### src/rtl/timer_pkg.sv
// Shared widths and active-low seven-segment glyphs for the multi-digit timer.
package timer_pkg;

  localparam int unsigned DIGIT_W = 4;
  localparam int unsigned SEG_W   = 7;

  // Patterns are gfedcba, segment a in bit 0, a 0 lights the segment.
  localparam logic [SEG_W-1:0] SEG_0     = 7'b1000000;
  localparam logic [SEG_W-1:0] SEG_1     = 7'b1111001;
  localparam logic [SEG_W-1:0] SEG_2     = 7'b0100100;
  localparam logic [SEG_W-1:0] SEG_3     = 7'b0110000;
  localparam logic [SEG_W-1:0] SEG_4     = 7'b0011001;
  localparam logic [SEG_W-1:0] SEG_5     = 7'b0010010;
  localparam logic [SEG_W-1:0] SEG_6     = 7'b0000010;
  localparam logic [SEG_W-1:0] SEG_7     = 7'b1111000;
  localparam logic [SEG_W-1:0] SEG_8     = 7'b0000000;
  localparam logic [SEG_W-1:0] SEG_9     = 7'b0010000;
  localparam logic [SEG_W-1:0] SEG_BLANK = 7'b1111111;

  // Clamp a BCD digit into 0..9; codes A..F become 9.
  function automatic logic [DIGIT_W-1:0] sat_digit(input logic [DIGIT_W-1:0] d);
    return (d > 4'd9) ? 4'd9 : d;
  endfunction

endpackage

### src/rtl/bcd_to_7seg.sv
// One BCD digit to an active-low seven-segment pattern; non-decimal codes blank.
module bcd_to_7seg
  import timer_pkg::*;
(
  input  logic [DIGIT_W-1:0] digit_i,
  output logic [SEG_W-1:0]   seg_o
);

  // Pure lookup, no state.
  always_comb begin
    case (digit_i)
      4'd0:    seg_o = SEG_0;
      4'd1:    seg_o = SEG_1;
      4'd2:    seg_o = SEG_2;
      4'd3:    seg_o = SEG_3;
      4'd4:    seg_o = SEG_4;
      4'd5:    seg_o = SEG_5;
      4'd6:    seg_o = SEG_6;
      4'd7:    seg_o = SEG_7;
      4'd8:    seg_o = SEG_8;
      4'd9:    seg_o = SEG_9;
      default: seg_o = SEG_BLANK;
    endcase
  end

endmodule

### src/rtl/multi_digit_timer.sv
// Parameterised BCD up/down timer with prescaler, wrap/stop terminal handling
// and per-digit seven-segment decode of the registered count.
module multi_digit_timer
  import timer_pkg::*;
#(
  parameter int unsigned NUM_DIGITS = 2,
  parameter int unsigned TICK_DIV   = 1
) (
  input  logic                          clk,
  input  logic                          reset,
  input  logic                          start,
  input  logic                          direction,
  input  logic                          mode,
  input  logic                          load,
  input  logic [DIGIT_W*NUM_DIGITS-1:0] load_value,
  output logic [DIGIT_W*NUM_DIGITS-1:0] bcd,
  output logic [SEG_W*NUM_DIGITS-1:0]   seg,
  output logic                          tc,
  output logic                          done
);

  localparam int unsigned PW = (TICK_DIV > 1) ? $clog2(TICK_DIV) : 1;
  localparam int unsigned CW = DIGIT_W * NUM_DIGITS;

  logic [PW-1:0]         presc_q, presc_d;
  logic [CW-1:0]         cnt_q, cnt_d;
  logic                  tc_q, tc_d;
  logic                  done_q, done_d;

  logic [CW-1:0]         step_cnt;
  logic [CW-1:0]         load_sat;
  logic [NUM_DIGITS:0]   carry;
  logic [NUM_DIGITS-1:0] dig_nine, dig_zero;
  logic                  tick, at_term;

  assign tick     = start && (presc_q == PW'(TICK_DIV - 1));
  assign carry[0] = 1'b1;

  // Ripple chain: a digit steps only when every lower digit rolled over, so
  // the all-9/all-0 wrap falls out of the same chain with no special case.
  for (genvar i = 0; i < NUM_DIGITS; i++) begin : g_digit
    logic [DIGIT_W-1:0] d;
    assign d           = cnt_q[i*DIGIT_W +: DIGIT_W];
    assign dig_nine[i] = (d == 4'd9);
    assign dig_zero[i] = (d == 4'd0);
    assign step_cnt[i*DIGIT_W +: DIGIT_W] =
        !carry[i] ? d :
        direction ? (dig_nine[i] ? 4'd0 : d + 4'd1) :
                    (dig_zero[i] ? 4'd9 : d - 4'd1);
    assign carry[i+1] = carry[i] & (direction ? dig_nine[i] : dig_zero[i]);
    assign load_sat[i*DIGIT_W +: DIGIT_W] = sat_digit(load_value[i*DIGIT_W +: DIGIT_W]);

    bcd_to_7seg u_seg (
      .digit_i (d),
      .seg_o   (seg[i*SEG_W +: SEG_W])
    );
  end

  assign at_term = direction ? (&dig_nine) : (&dig_zero);

  // Next-state: load beats tick; with start low everything holds and tc stays 0.
  always_comb begin
    presc_d = presc_q;
    cnt_d   = cnt_q;
    done_d  = done_q;
    tc_d    = 1'b0;
    if (load) begin
      cnt_d   = load_sat;
      presc_d = '0;
      done_d  = 1'b0;
    end else if (start) begin
      presc_d = tick ? '0 : presc_q + 1'b1;
      if (tick) begin
        if (at_term && mode) begin
          done_d = 1'b1;
          tc_d   = !done_q;
        end else begin
          cnt_d  = step_cnt;
          done_d = 1'b0;
          tc_d   = at_term;
        end
      end
    end
  end

  // State registers with synchronous active-low reset.
  always_ff @(posedge clk) begin
    if (!reset) begin
      presc_q <= '0;
      cnt_q   <= '0;
      tc_q    <= 1'b0;
      done_q  <= 1'b0;
    end else begin
      presc_q <= presc_d;
      cnt_q   <= cnt_d;
      tc_q    <= tc_d;
      done_q  <= done_d;
    end
  end

  assign bcd  = cnt_q;
  assign tc   = tc_q;
  assign done = done_q;

endmodule

### config.mk
export PLATFORM = sky130hd
export DESIGN_NAME = multi_digit_timer
export DESIGN_NICKNAME = d
export VERILOG_FILES = /design/src/rtl/timer_pkg.sv /design/src/rtl/bcd_to_7seg.sv /design/src/rtl/multi_digit_timer.sv
export SDC_FILE = /design/constraint.sdc
export NUM_CORES = 1
export LEC_CHECK = 0
export ABC_AREA = 0
export BUFFER_PORTS_ARGS = -buffer_cell sky130_fd_sc_hd__buf_2
export CAP_MARGIN = 10
export CORE_AREA = 2 2 59 61
export DETAILED_ROUTE_END_ITERATION = 8
export DIE_AREA = 0 0 61 63
export HOLD_SLACK_MARGIN = 0.05
export PLACE_DENSITY = 0.63
export SLEW_MARGIN = 30
export SYNTH_ARGS = -nofsm -noshare
export SYNTH_HDL_FRONTEND = slang
export SYNTH_HIERARCHICAL = 1
export SYNTH_SLANG_ARGS = --single-unit
### constraint.sdc
create_clock -name clk -period 3.1 [get_ports clk]
set_input_delay 0.93 -clock clk [delete_from_list [all_inputs] [get_ports clk]]
set_output_delay 0.93 -clock clk [all_outputs]
set_load 0.01 [all_outputs]
==> impl_metrics.ini <==
[run_status]
status = finished, final reports clean

[grt]
grt_pass1_vias = 1162
grt_pass1_wl_um = 5340
gr-total-overflow = 0
grt_start_max_net_pins = 23
grt_antenna_before_repair = 0
track_usage_pct = 17.7

[die]
core_um2 = 3230
start_util_pct = 41.8
die_y_um = 63
io-pin-count = 38
dieArea_um2 = 3840
rows = 21
die_w_um = 61

[sta]
fin_setup_tns_ns = 0
fin_crit_ns = 2.81
finalSetupViolCount = 0
finalHoldViolations = 0
grt_setup_unrepaired = false
timing.fmax_mhz = 356
finalCritPeriodShare_pct = 90.7
fin_skew_ns = 0.00146
hold_slack_ns = 0.503
finalMaxSlewViolations = 0
relSlewSlack_pct = 54.0
worst-slew-pin-transition_ns = 0.689

[drt]
ant_nets = 0
wl_um = 3140
drcViolationCount = 0
wire_per_inst_um = 11.9
drtIter0Drc = 62
vias_per_cell = 5.34
dr.pass1.iters = 4
route.vias.total = 1409

[layout]
drive_above_1_share_pct = 24.3
area_growth_pct = 16.4
final_nets = 243
layout_common_cells = buf_2, o21ai_0, nor2_1
layout_commonest_cell = buf_2
post-route-util_pct = 48.7
diodes = 0

[clocking]
h-tree-depth = 1
root_buffer = clkbuf_4
postCtsResizedCells = 0
cts_hold_buffers = 0
post-cts-setup-buffers = 0
clk_latency_ns = 0.27
cts_buffers = 3
cts_tree = done
clk_pin_slew_ns = 0.08
clock-sinks = 11
cts_buffer_depth = 2

[worst_setup_path]
critPathCaptureType = output pin
cp.arrival_ns = 1.88
cp_max_fo = 19
worst_setup_path_start_kind = flip-flop
cp_data_required_time_ns = 2.17
worstSetupPathType = reg2out

[placement]
finalWeightedCongestion = 0.801
buffer_ports.inserted = 37
dp_hpwl_um = 2340

[power_and_ir_drop]
power_density_nw_per_um2 = 347
total_leakage_power_nw = 0.668
power.internal_mw = 0.317
vdd_drop_max_mv = 0.130
netSwitchingFraction_pct = 41.9
power_switching_mw = 0.229
power_frac_comb_pct = 47.6
seqPwrFrac_pct = 33.2
pwr-share-clk_pct = 19.2
finalPower_mw = 0.546

[synth]
synthFlopType = dfxtp_1
synth_seq_area_share_pct = 16.3
syn_nets = 210
async_reset_ff_share_pct = 0
yosysWarnings = 6
ys_ff_latch = 11
synth_area_um2 = 1350
avgSynthCellArea_um2 = 7.27
synth-edff-count = 0
syn_inst = 186
synth_cell_types = 50

[hold_path]
hold_class = reg2reg

[job]
cap_violations = 0
## kinds of logic (layout without fill, tap and decap cells)
| kind of cell | after synthesis | after routing | share of synthesized area [%] |
|---|---|---|---|
| XOR/XNOR | 4 | 4 | 2.59 |
| AO/OA/AOI/OAI | 59 | 59 | 27.3 |
| AND/OR/NAND/NOR | 78 | 78 | 35.5 |
| buffers and inverters | 24 | 56 | 9.07 |
| flip-flops | 11 | 11 | 16.3 |
| adder cells (fa/ha/maj) | 10 | 10 | 9.26 |
## power groups by stage
stage / sequential, mW / clock [mW] / combinational (mW)
final: 0.181 / 0.105 / 0.260
after detailed placement: 0.185 / 0 / 0.260
after CTS: 0.181 / 0.110 / 0.262
after global routing: 0.186 / 0.121 / 0.296
after floorplan: 0.174 / 0 / 0.194
after global placement: 0.185 / 0 / 0.260
## registers in the layout, summed over array words and instances, names as in the netlist
register / flops
presc_q: 1
done: 1
tc: 1
bcd: 8
## path summary, 6_finish.rpt
path                              start      end  slack (ns)  depth (start not counted)
worst max-delay path             bcd[0]   seg[1]        0.29                          5
worst min register to register  presc_q  presc_q        0.50                          1
worst max register to register   bcd[3]   bcd[1]        0.97                          6
worst min-delay path            presc_q  presc_q        0.50                          1
## cells in the mapped netlist (all sizes together), types with 4 or more instances
cell | number | area (µm²)
nor3 | 7 | 45.0
nand2 | 10 | 37.5
a21oi | 11 | 62.6
a31oi | 6 | 37.5
ha | 10 | 125
nor4 | 4 | 52.6
inv | 10 | 37.5
nor2b | 4 | 25.0
dfxtp | 11 | 220
nand2b | 10 | 62.6
o21ai | 25 | 125
nor2 | 20 | 75.1
buf | 11 | 73.8
## worst max-delay path: stages (launching register included)
cell and delay, ns:
dfxtp_1 0.72, inv_1 0.18, ha_1 0.34, o21ai_0 0.13
o21ai_0 0.09, buf_2 0.14
## metal layers
metal / GRT usage (%) / part of all wire, % / wire [µm] / vias up
met4: 8.15 / 0.86 / 27 / 0
met1: 26.8 / 49 / 1560 / 631
met5: 0 / 0 / 0 / -
li1: - / - / - / 737
met2: 25.0 / 45 / 1430 / 39
met3: 1.24 / 4.3 / 134 / 2
## per-stage QoR
stage | setup slack (ns) | std cells | instance area, µm²
after detailed placement | 0.598 | 260 | 1550
final | 0.290 | 264 | 1570
after global routing | 0.0807 | 264 | 1570
after global placement | 0.603 | 260 | 1550
after floorplan | 0.775 | 186 | 1350
after CTS | 0.283 | 264 | 1570
## cell type report
class / count / area (µm²)
clock buffer: 4 / 26.3
fill: 343 / 1660
inverter: 10 / 37.5
multi-input combinational: 151 / 1010
sequential: 11 / 220
tap: 46 / 57.6
timing repair buffer: 42 / 223
(Power assumes the default switching activity.)
